$ cat src/rtl/cs_next_addr_seq_pkg.sv
// rtl/cs_next_addr_seq_pkg.sv - shared encodings for the microsequencer next-address stage
//
// Purpose : COND field encodings, FSM state encodings, decode-address prefix,
//           default bus-error trap address and the decode-address helper.
// Ports   : none (package).
package cs_next_addr_seq_pkg;

  typedef enum logic [2:0] {
    COND_NEXT   = 3'b000,
    COND_N      = 3'b001,
    COND_Z      = 3'b010,
    COND_V      = 3'b011,
    COND_C      = 3'b100,
    COND_IR13   = 3'b101,
    COND_JUMP   = 3'b110,
    COND_DECODE = 3'b111
  } cond_e;

  typedef enum logic {
    ST_RUN  = 1'b0,
    ST_WAIT = 1'b1
  } state_e;

  // Opcode-decode routines live in the upper half of the control store.
  localparam logic DECODE_PREFIX = 1'b1;

  localparam logic [10:0] DEFAULT_TRAP_ADDR = 11'h7F0;

  // Each decoded opcode gets a four-microword slot.
  function automatic logic [10:0] decode_addr(input logic [1:0] ir_op, input logic [5:0] ir_op3);
    return {DECODE_PREFIX, ir_op, ir_op3, 2'b00};
  endfunction

endpackage

$ cat src/rtl/cs_next_addr_seq_if.sv
// rtl/cs_next_addr_seq_if.sv - select/handshake bundle between microsequencer and next-address stage
//
// Purpose : groups the microword select fields, IR/PSR inputs, memory handshake
//           and the registered address/stall/bus-error outputs.
// Modports: master - drives select inputs and ACK, observes CS_OUT/STALL/BUS_ERR.
//           slave  - the next-address stage.
interface cs_next_addr_seq_if #(
  parameter int DATAWIDTH_BUS = 11
);
  import cs_next_addr_seq_pkg::*;

  logic [DATAWIDTH_BUS-1:0] CSAI_IN;
  logic [2:0]               COND;
  logic [DATAWIDTH_BUS-1:0] JUMP_ADDR;
  logic [1:0]               IR_OP;
  logic [5:0]               IR_OP3;
  logic                     IR_BIT13;
  logic                     PSR_N;
  logic                     PSR_Z;
  logic                     PSR_V;
  logic                     PSR_C;
  logic                     MEM_REQ;
  logic                     ACK;
  logic [DATAWIDTH_BUS-1:0] CS_OUT;
  logic                     STALL;
  logic                     BUS_ERR;

  modport master (
    output CSAI_IN, COND, JUMP_ADDR, IR_OP, IR_OP3, IR_BIT13,
           PSR_N, PSR_Z, PSR_V, PSR_C, MEM_REQ, ACK,
    input  CS_OUT, STALL, BUS_ERR
  );

  modport slave (
    input  CSAI_IN, COND, JUMP_ADDR, IR_OP, IR_OP3, IR_BIT13,
           PSR_N, PSR_Z, PSR_V, PSR_C, MEM_REQ, ACK,
    output CS_OUT, STALL, BUS_ERR
  );

endinterface

$ cat src/rtl/cs_next_addr_seq_mux.sv
// rtl/cs_next_addr_seq_mux.sv - combinational next-address select
//
// Purpose : picks incremented, jump or decode address from COND, PSR flags and IR.
// Ports   : CSAI_IN, COND, JUMP_ADDR, IR_OP, IR_OP3, IR_BIT13, PSR_N/Z/V/C in;
//           NEXT_ADDR out.
module cs_next_addr_mux
  import cs_next_addr_seq_pkg::*;
#(
  parameter int DATAWIDTH_BUS = 11
) (
  input  logic [DATAWIDTH_BUS-1:0] CSAI_IN,
  input  logic [2:0]               COND,
  input  logic [DATAWIDTH_BUS-1:0] JUMP_ADDR,
  input  logic [1:0]               IR_OP,
  input  logic [5:0]               IR_OP3,
  input  logic                     IR_BIT13,
  input  logic                     PSR_N,
  input  logic                     PSR_Z,
  input  logic                     PSR_V,
  input  logic                     PSR_C,
  output logic [DATAWIDTH_BUS-1:0] NEXT_ADDR
);

  always_comb begin
    NEXT_ADDR = CSAI_IN;
    case (cond_e'(COND))
      COND_NEXT:   NEXT_ADDR = CSAI_IN;
      COND_N:      NEXT_ADDR = PSR_N    ? JUMP_ADDR : CSAI_IN;
      COND_Z:      NEXT_ADDR = PSR_Z    ? JUMP_ADDR : CSAI_IN;
      COND_V:      NEXT_ADDR = PSR_V    ? JUMP_ADDR : CSAI_IN;
      COND_C:      NEXT_ADDR = PSR_C    ? JUMP_ADDR : CSAI_IN;
      COND_IR13:   NEXT_ADDR = IR_BIT13 ? JUMP_ADDR : CSAI_IN;
      COND_JUMP:   NEXT_ADDR = JUMP_ADDR;
      COND_DECODE: NEXT_ADDR = DATAWIDTH_BUS'(decode_addr(IR_OP, IR_OP3));
      default:     NEXT_ADDR = CSAI_IN;
    endcase
  end

endmodule

$ cat src/rtl/cs_next_addr_seq.sv
// rtl/cs_next_addr_seq.sv - microsequencer next-address register with memory-wait stall
//
// Purpose : registers the selected control-store address and holds it while a
//           microword memory access waits for ACK.
// Ports   : CLK    - clock, rising edge.
//           RESET  - synchronous, active-low.
//           bus    - cs_next_addr_seq_if.slave: select inputs, MEM_REQ/ACK,
//                    CS_OUT, STALL, BUS_ERR.
// Config  : CS_TIMEOUT_EN - when defined, a WAIT lasting TIMEOUT_CYCLES without
//           ACK jumps to TRAP_ADDR and pulses BUS_ERR; otherwise BUS_ERR is 0.
module cs_next_addr_seq
  import cs_next_addr_seq_pkg::*;
#(
  parameter int                       DATAWIDTH_BUS  = 11,
  parameter int                       TIMEOUT_CYCLES = 255,
  parameter logic [DATAWIDTH_BUS-1:0] TRAP_ADDR      = DATAWIDTH_BUS'(DEFAULT_TRAP_ADDR)
) (
  input  logic                CLK,
  input  logic                RESET,
  cs_next_addr_seq_if.slave   bus
);

  logic [DATAWIDTH_BUS-1:0] next_addr;
  logic [DATAWIDTH_BUS-1:0] cs_q, cs_d;
  state_e                   state_q, state_d;
  logic [7:0]               cnt_q, cnt_d;

  cs_next_addr_mux #(.DATAWIDTH_BUS(DATAWIDTH_BUS)) u_mux (
    .CSAI_IN   (bus.CSAI_IN),
    .COND      (bus.COND),
    .JUMP_ADDR (bus.JUMP_ADDR),
    .IR_OP     (bus.IR_OP),
    .IR_OP3    (bus.IR_OP3),
    .IR_BIT13  (bus.IR_BIT13),
    .PSR_N     (bus.PSR_N),
    .PSR_Z     (bus.PSR_Z),
    .PSR_V     (bus.PSR_V),
    .PSR_C     (bus.PSR_C),
    .NEXT_ADDR (next_addr)
  );

`ifdef CS_TIMEOUT_EN
  logic bus_err_q, bus_err_d;
`else
  // Timeout configuration only matters when the timeout logic is built.
  logic unused_timeout_cfg;
  assign unused_timeout_cfg = ^{TRAP_ADDR, TIMEOUT_CYCLES[7:0]};
`endif

  always_comb begin
    state_d = state_q;
    cnt_d   = cnt_q;
    cs_d    = cs_q;
`ifdef CS_TIMEOUT_EN
    bus_err_d = 1'b0;
`endif
    case (state_q)
      ST_RUN: begin
        if (bus.MEM_REQ && !bus.ACK) begin
          state_d = ST_WAIT;
          cnt_d   = 8'd1;
        end else begin
          cs_d = next_addr;
        end
      end
      ST_WAIT: begin
        if (bus.ACK) begin
          cs_d    = next_addr;
          state_d = ST_RUN;
          cnt_d   = 8'd0;
        end
`ifdef CS_TIMEOUT_EN
        else if (cnt_q == 8'(TIMEOUT_CYCLES)) begin
          cs_d      = TRAP_ADDR;
          bus_err_d = 1'b1;
          state_d   = ST_RUN;
          cnt_d     = 8'd0;
        end
`endif
        else if (cnt_q != 8'hFF) begin
          cnt_d = cnt_q + 8'd1;
        end
      end
      default: state_d = ST_RUN;
    endcase
  end

  always_ff @(posedge CLK) begin
    if (!RESET) begin
      state_q <= ST_RUN;
      cnt_q   <= 8'd0;
      cs_q    <= '0;
`ifdef CS_TIMEOUT_EN
      bus_err_q <= 1'b0;
`endif
    end else begin
      state_q <= state_d;
      cnt_q   <= cnt_d;
      cs_q    <= cs_d;
`ifdef CS_TIMEOUT_EN
      bus_err_q <= bus_err_d;
`endif
    end
  end

  assign bus.CS_OUT = cs_q;
  assign bus.STALL  = (state_q == ST_WAIT);
`ifdef CS_TIMEOUT_EN
  assign bus.BUS_ERR = bus_err_q;
`else
  assign bus.BUS_ERR = 1'b0;
`endif

endmodule
$ cat src/flat_wrapper.sv
// flat-port wrapper written by rule: the top's interface ports become plain ports
module cs_next_addr_seq_flat import cs_next_addr_seq_pkg::*;
#(
  parameter int                       DATAWIDTH_BUS  = 11,
  parameter int                       TIMEOUT_CYCLES = 255,
  parameter logic [DATAWIDTH_BUS-1:0] TRAP_ADDR      = DATAWIDTH_BUS'(DEFAULT_TRAP_ADDR)
)
  (CLK, RESET, bus_CSAI_IN, bus_COND, bus_JUMP_ADDR, bus_IR_OP, bus_IR_OP3, bus_IR_BIT13, bus_PSR_N, bus_PSR_Z, bus_PSR_V, bus_PSR_C, bus_MEM_REQ, bus_ACK, bus_CS_OUT, bus_STALL, bus_BUS_ERR);
  cs_next_addr_seq_if #(.DATAWIDTH_BUS(DATAWIDTH_BUS)) bus_i ();
  input  logic CLK;
  input  logic RESET;
  input wire logic [$bits(bus_i.CSAI_IN)-1:0] bus_CSAI_IN;
  input wire logic [$bits(bus_i.COND)-1:0] bus_COND;
  input wire logic [$bits(bus_i.JUMP_ADDR)-1:0] bus_JUMP_ADDR;
  input wire logic [$bits(bus_i.IR_OP)-1:0] bus_IR_OP;
  input wire logic [$bits(bus_i.IR_OP3)-1:0] bus_IR_OP3;
  input wire logic [$bits(bus_i.IR_BIT13)-1:0] bus_IR_BIT13;
  input wire logic [$bits(bus_i.PSR_N)-1:0] bus_PSR_N;
  input wire logic [$bits(bus_i.PSR_Z)-1:0] bus_PSR_Z;
  input wire logic [$bits(bus_i.PSR_V)-1:0] bus_PSR_V;
  input wire logic [$bits(bus_i.PSR_C)-1:0] bus_PSR_C;
  input wire logic [$bits(bus_i.MEM_REQ)-1:0] bus_MEM_REQ;
  input wire logic [$bits(bus_i.ACK)-1:0] bus_ACK;
  output wire logic [$bits(bus_i.CS_OUT)-1:0] bus_CS_OUT;
  output wire logic [$bits(bus_i.STALL)-1:0] bus_STALL;
  output wire logic [$bits(bus_i.BUS_ERR)-1:0] bus_BUS_ERR;
  assign bus_i.CSAI_IN = bus_CSAI_IN;
  assign bus_i.COND = bus_COND;
  assign bus_i.JUMP_ADDR = bus_JUMP_ADDR;
  assign bus_i.IR_OP = bus_IR_OP;
  assign bus_i.IR_OP3 = bus_IR_OP3;
  assign bus_i.IR_BIT13 = bus_IR_BIT13;
  assign bus_i.PSR_N = bus_PSR_N;
  assign bus_i.PSR_Z = bus_PSR_Z;
  assign bus_i.PSR_V = bus_PSR_V;
  assign bus_i.PSR_C = bus_PSR_C;
  assign bus_i.MEM_REQ = bus_MEM_REQ;
  assign bus_i.ACK = bus_ACK;
  assign bus_CS_OUT = bus_i.CS_OUT;
  assign bus_STALL = bus_i.STALL;
  assign bus_BUS_ERR = bus_i.BUS_ERR;
  cs_next_addr_seq #(.DATAWIDTH_BUS(DATAWIDTH_BUS), .TIMEOUT_CYCLES(TIMEOUT_CYCLES), .TRAP_ADDR(TRAP_ADDR)) u_core (.CLK(CLK), .RESET(RESET), .bus(bus_i));
endmodule
$ cat config.mk
export PLATFORM = sky130hd
export DESIGN_NAME = cs_next_addr_seq_flat
export DESIGN_NICKNAME = d
export VERILOG_FILES = /design/src/rtl/cs_next_addr_seq_pkg.sv /design/src/rtl/cs_next_addr_seq_if.sv /design/src/rtl/cs_next_addr_seq_mux.sv /design/src/rtl/cs_next_addr_seq.sv /design/src/flat_wrapper.sv
export SDC_FILE = /design/constraint.sdc
export NUM_CORES = 1
export LEC_CHECK = 0
export BUFFER_PORTS_ARGS = -buffer_cell sky130_fd_sc_hd__buf_2
export CAP_MARGIN = 25
export CORE_MARGIN = 5
export CORE_UTILIZATION = 50
export CTS_BUF_LIST = sky130_fd_sc_hd__clkbuf_2
export CTS_CLUSTER_DIAMETER = 100
export DETAILED_ROUTE_END_ITERATION = 6
export PLACE_DENSITY = 0.82
export SYNTH_ARGS = -nofsm -noshare
export SYNTH_HDL_FRONTEND = slang
export SYNTH_SLANG_ARGS = --single-unit
export TNS_END_PERCENT = 50
$ cat constraint.sdc
create_clock -name CLK -period 1.4 [get_ports CLK]
set_input_delay 0.14 -clock CLK [delete_from_list [all_inputs] [get_ports CLK]]
set_output_delay 0.14 -clock CLK [all_outputs]
set_load 0.02 [all_outputs]
== Yosys cells after proc, flatten, opt, wreduce, memory -nomap -nowiden ==
Index checks and enable logic that the tools add are counted.
Storage, ports and cells
  flip-flop bits (word level): 12
  bits of input ports: 42
  output and inout bits: 13
  word-level logic and storage cells: 28
Operators by class
  equality and inequality tests: 9
  multiplexer cells: 12
  bitwise operators: 1
  reductions and logical operators: 4
Operators with widths (count)
  11-bit case mux with 8 select lines: 1
  11-bit two-way mux: 7
  11-bit case mux with 2 select lines: 1
  3-bit equality test, second input constant: 4
  3-bit by 2-bit equality test with 1-bit output, second input constant: 2
  2-bit != test, second input constant: 2
  3-bit by 1-bit equality test with 1-bit output, second input constant: 1
  3-bit logical NOT: 1
  1-bit two-way mux: 2
  1-bit case mux with 2 select lines: 1
  2-bit AND reduction: 1
  1-bit logical AND: 1
  1-bit logical NOT: 1
  1-bit NOT: 1

== Logic depth before layout (Yosys ltp) ==
  depth in word-level cells: 4
  depth in mapped cells: 8
  mapped depth without buffers: 5

== Hierarchy ==
A second synthesis with hierarchy kept.
Second synthesis, totals
  cells, all modules: 168
  area total of the unflattened synthesis: 1312.5 sq um
By module, submodules not included
  cs_next_addr_mux: times used 1, cells an instance 116, area each 824.5 sq um
  cs_next_addr_seq: times used 1, cells an instance 52, area each 488.0 sq um

== Worst setup path before layout ==
No wires, ideal clock.
  path type: input to register
  start: input bus_COND[1]
  end: register u_core.cs_q[0], in the netlist u_core.bus.CS_OUT[0]
  data arrival time: 1.225 ns
  path slack: 0.061 ns
  cell stages on the path: 6
  cells stage by stage: buf_6 > nor2_2 > mux2_1 > a221oi_1 > a21oi_1 > a21o_1
On the way
  longest elaborated chain between the ends: 4
  elaborated cells on any way between the ends: 12
  classes of those cells: eq/ne: 7; mux: 4; reduce/logical: 1
Ends and longest elaborated chain
  from (decl): RTL line flat_wrapper.sv:13  | input wire logic [$bits(bus_i.COND)-1:0] bus_COND;
  3-bit equality test, or another cell as far along: RTL line cs_next_addr_seq_mux.sv:26  | case (cond_e'(COND))
  11-bit case mux with 8 select lines *: RTL line cs_next_addr_seq_mux.sv:26
  11-bit two-way mux (on tied branches): RTL line cs_next_addr_seq.sv:67, cs_next_addr_seq.sv:59
  11-bit case mux with 2 select lines *: RTL line cs_next_addr_seq.sv:57  | case (state_q)
  to (signal assigned): RTL line cs_next_addr_seq.sv:99  | cs_q <= cs_d;
  to (decl): RTL line cs_next_addr_seq.sv:24  | logic [DATAWIDTH_BUS-1:0] cs_q, cs_d;
Every way passes the cells marked *; elsewhere a longest branch is shown, timed or not. The select of a mux whose other input is x is not followed.
A chain may end at the register's enable or synchronous reset.

== Final worst setup path ==
  start: input bus_COND[2]
  end: register u_core.cs_q[9], in the netlist u_core.bus.CS_OUT[9]
The elaborated chain is that of the path after synthesis.

==> metrics.cfg <==
[outcome]
run_status=finished, final reports clean

[synthesis]
postSynthNetCount=234
synth_ff_type=sky130_fd_sc_hd__dfxtp_1
synthDominantCellAreaShare_pct=15.93
synth.cells.most_frequent=23 x sky130_fd_sc_hd__mux2i_1, 16 x sky130_fd_sc_hd__a21oi_1, 16 x sky130_fd_sc_hd__nand2_1
synthesis.yosys.warnings=0
yosys.area.top_type=sky130_fd_sc_hd__dfxtp_1
syn_std_cell_area_um2=1508
biggest_area_contributors_in_the_synthesized_netlist=sky130_fd_sc_hd__dfxtp_1 16%, sky130_fd_sc_hd__mux2i_1 15%, sky130_fd_sc_hd__a21oi_1 5.3%
yosysSeqAreaShare_pct=15.93
ys_async_sr_fraction_pct=0
syn_area_cell_um2=7.853
number_of_enable_flip_flop_cells_after_synthesis=0
synth_cell_type_count=50
number_of_instances_in_the_synthesized_netlist=192
synth_seq_cells=12
synthMostInstantiatedCell=sky130_fd_sc_hd__mux2i_1

[final_layout]
fraction_of_layout_cells_with_a_size_suffix_above_1_pct=34.90
layout.area.seq_um2=240.2
area_growth_syn_to_layout_pct=27.72
num-fill-cells=266
finish.instance_area_um2=1926
area_of_the_multi_input_gates_um2=1116
antennaDiodeCount=0
final_net_count=298

[placement]
buffer_ports.inserted=53
final_weighted_congestion_in_routability_driven_placement=0.9852
place_hpwl_um=3566
placedInstanceArea_um2=1904

[sta]
period_minus_slack_ps=1292
rsz0062_at_grt=false
skew_ps=1.423
drv_slew=0
timing_hold_violations_final=0
layout_worst_path_cycle_share_pct=92.25
setup_violations=0
tns_ps=0
hold-worst-slack_ps=204.9
timing.fmax_mhz=774.3

[clock_tree]
clock_tree.root_cell=sky130_fd_sc_hd__clkbuf_2
hold_buffers=0
cts.clk_slew.worst_paths_ps=110
worst_skew_pair.late_latency_ps=250
tritoncts=built
cts_made_buffers=3
clk_path_buf_depth=2
cts.htree.levels=1
cts_num_sinks=12

[die]
io_pins=55
die_boundary_width_um=64.91
starting_density_of_the_core_pct=50.63
core-area_um2=2978
fp.dieArea_um2=4213
die-height_um=64.91
rows=20

[global_route]
groute.layer.met1.usage_pct=27.23
globalRoute.busiestLayer=met2
grt_pass1_vias=1706
overflow=0
grt_use_met2_pct=38.06
globalRouteTotalUtil_pct=21.91
grt_start_max_net_pins=17
global_route.usage.met3_pct=4.679
antenna_found_initial=0
grt_first_pass_wirelength_um=7548

[setup_path]
rr_worst_depth=5
r2r-end=u_core.bus.CS_OUT[4]$_SDFFE_PN0N_
worst_r2r_startpoint=u_core.bus.STALL$_SDFF_PN0_
worstPathCellList=buf_2, buf_12, nor2_1, mux2i_1, o2111ai_1, a32oi_1, nand2_1
critical_path_start_type=input pin
stage_delay_of_the_slowest_cell_on_the_critical_path_ps=240
worst_reg2reg_setup_slack_ps=200
cpLargestDelayFamily=compound AO/OA/AOI/OAI gates
setup.worst_path.class=input pin to flop
arrival_ps=1450
crit_buf_inv=2
critPathCaptureType=flop
crit_slowest_cell=sky130_fd_sc_hd__mux2i_1
cp.required_ps=1560
critPathMaxFanout=16

[power]
max_rail_drop_vdd_uv=443.4
p_leak_nw=0.9262
power-per-cell-area_nw_per_um2=583.0

[detailed_routing]
drt-initial-drc-count=108
drc=0
post_drt_wl_per_cell_um=15.21
num_vias=1763
antenna_violating_nets_post_route=0
avgViaCountPerCell=6.122
finalWirelength_um=4381
detail_route.first_pass.iterations=4

[hold_path]
timing.hold.worst_path_depth=3
worst_hold_path.endpoint=u_core.bus.STALL$_SDFF_PN0_
timing.hold.worst.start=RESET
hold_class=input pin to flop

[job]
max_cap_viol_count=0

[metrics by stage]
step / util (%) / setup WS [ps] / cells / total power, mW
global route: 64.66 / 18.31 / 288 / 1.222
CTS: 64.58 / 92.18 / 288 / 1.126
floorplan: - / 61.28 / 192 / 0.7425
global placement: 63.95 / -101.3 / 284 / 0.9448
detailed placement: 63.95 / -148.9 / 284 / 0.9527
finish: 64.66 / 108.5 / 288 / 1.123
[worst max path at each step]
| stage | from | endpoint | slack [ps] | depth (start not counted) |
|---|---|---|---|---|
| floorplan | bus_COND[1] | u_core.bus.CS_OUT[0]$_SDFFE_PN0N_ | 60 | 6 |
| global placement | bus_COND[0] | u_core.bus.CS_OUT[9]$_SDFFE_PN0N_ | -100 | 7 |
| detailed placement | bus_COND[2] | u_core.bus.CS_OUT[9]$_SDFFE_PN0N_ | -150 | 7 |
| CTS | u_core.bus.STALL$_SDFF_PN0_ | u_core.bus.CS_OUT[10]$_SDFFE_PN0N_ | 90 | 3 |
| global route | u_core.bus.STALL$_SDFF_PN0_ | u_core.bus.CS_OUT[1]$_SDFFE_PN0N_ | 20 | 5 |
| finish | bus_COND[2] | u_core.bus.CS_OUT[9]$_SDFFE_PN0N_ | 110 | 7 |
[power breakdown]
group          switching [mW]  internal [mW]  total (mW)
logic                   0.299          0.258       0.557
clock network           0.111         0.0621       0.173
registers              0.0164          0.376       0.393
[metal layers]
layer / routed length (um) / share of wire (%) / vias to the layer above
li1: - / - / 873
met1: 1862 / 43 / 791
met2: 2032 / 46 / 88
met3: 390 / 8.9 / 11
met4: 95 / 2.2 / 0
met5: 0 / 0 / -
[state kept, by name (all words and copies together) (netlist names)]
signal             cells
u_core.bus.CS_OUT     11
u_core.bus.STALL       1
[timing repair]
| item | in CTS | in global routing |
|---|---|---|
| buffers inserted | 0 | 0 |
| endpoints found under the setup margin | 0 | 10 |
| resized for setup | 0 | 1 |
[cells in the final DEF, fill, tap and decap left out, types with 2 or more instances in the layout]
master / count
sky130_fd_sc_hd__nor2_1: 9
sky130_fd_sc_hd__a221o_1: 4
sky130_fd_sc_hd__a21o_1: 2
sky130_fd_sc_hd__o2111ai_1: 5
sky130_fd_sc_hd__a32oi_1: 3
sky130_fd_sc_hd__a21oi_1: 16
sky130_fd_sc_hd__o21ai_0: 8
sky130_fd_sc_hd__nand3_1: 3
sky130_fd_sc_hd__a22o_1: 2
sky130_fd_sc_hd__nor3_1: 5
sky130_fd_sc_hd__a211o_1: 2
sky130_fd_sc_hd__buf_4: 22
sky130_fd_sc_hd__nand2_1: 16
sky130_fd_sc_hd__nand2b_1: 3
sky130_fd_sc_hd__mux2_2: 2
sky130_fd_sc_hd__mux2_1: 4
sky130_fd_sc_hd__o211ai_1: 3
sky130_fd_sc_hd__o32ai_1: 4
sky130_fd_sc_hd__clkbuf_2: 3
sky130_fd_sc_hd__o2bb2ai_1: 4
sky130_fd_sc_hd__o21ai_1: 2
sky130_fd_sc_hd__o221ai_1: 5
sky130_fd_sc_hd__inv_1: 5
sky130_fd_sc_hd__nand3b_1: 3
sky130_fd_sc_hd__dfxtp_1: 12
sky130_fd_sc_hd__mux2i_1: 23
sky130_fd_sc_hd__buf_12: 3
sky130_fd_sc_hd__buf_2: 53
sky130_fd_sc_hd__a221oi_1: 2
sky130_fd_sc_hd__o31ai_1: 2
sky130_fd_sc_hd__o21bai_1: 3
sky130_fd_sc_hd__nor2_2: 2
sky130_fd_sc_hd__or3b_1: 3
[worst min-delay path, delay by kind of cell]
family | cells | cell delay [ps]
buf+inv | 2 | 160
simple gates | 1 | 100
[cells by family after synthesis]
family / after synthesis / synth area share, %
simple gates: 55 / 19.75
mux: 29 / 19.75
buf+inv: 24 / 10.21
flops: 12 / 15.93
other cells: 1 / 0.2487
compound gates: 71 / 34.11
[final cells by class]
class	instances	area share, %
multi-input combinational	156	57.96
sequential	12	12.48
tap	33	2.144
clock buffer	3	0.7797
timing repair buffer	78	25.47
clock inverter	1	0.1949
inverter	5	0.9747
Note: power is estimated with default switching activity, not from simulation.
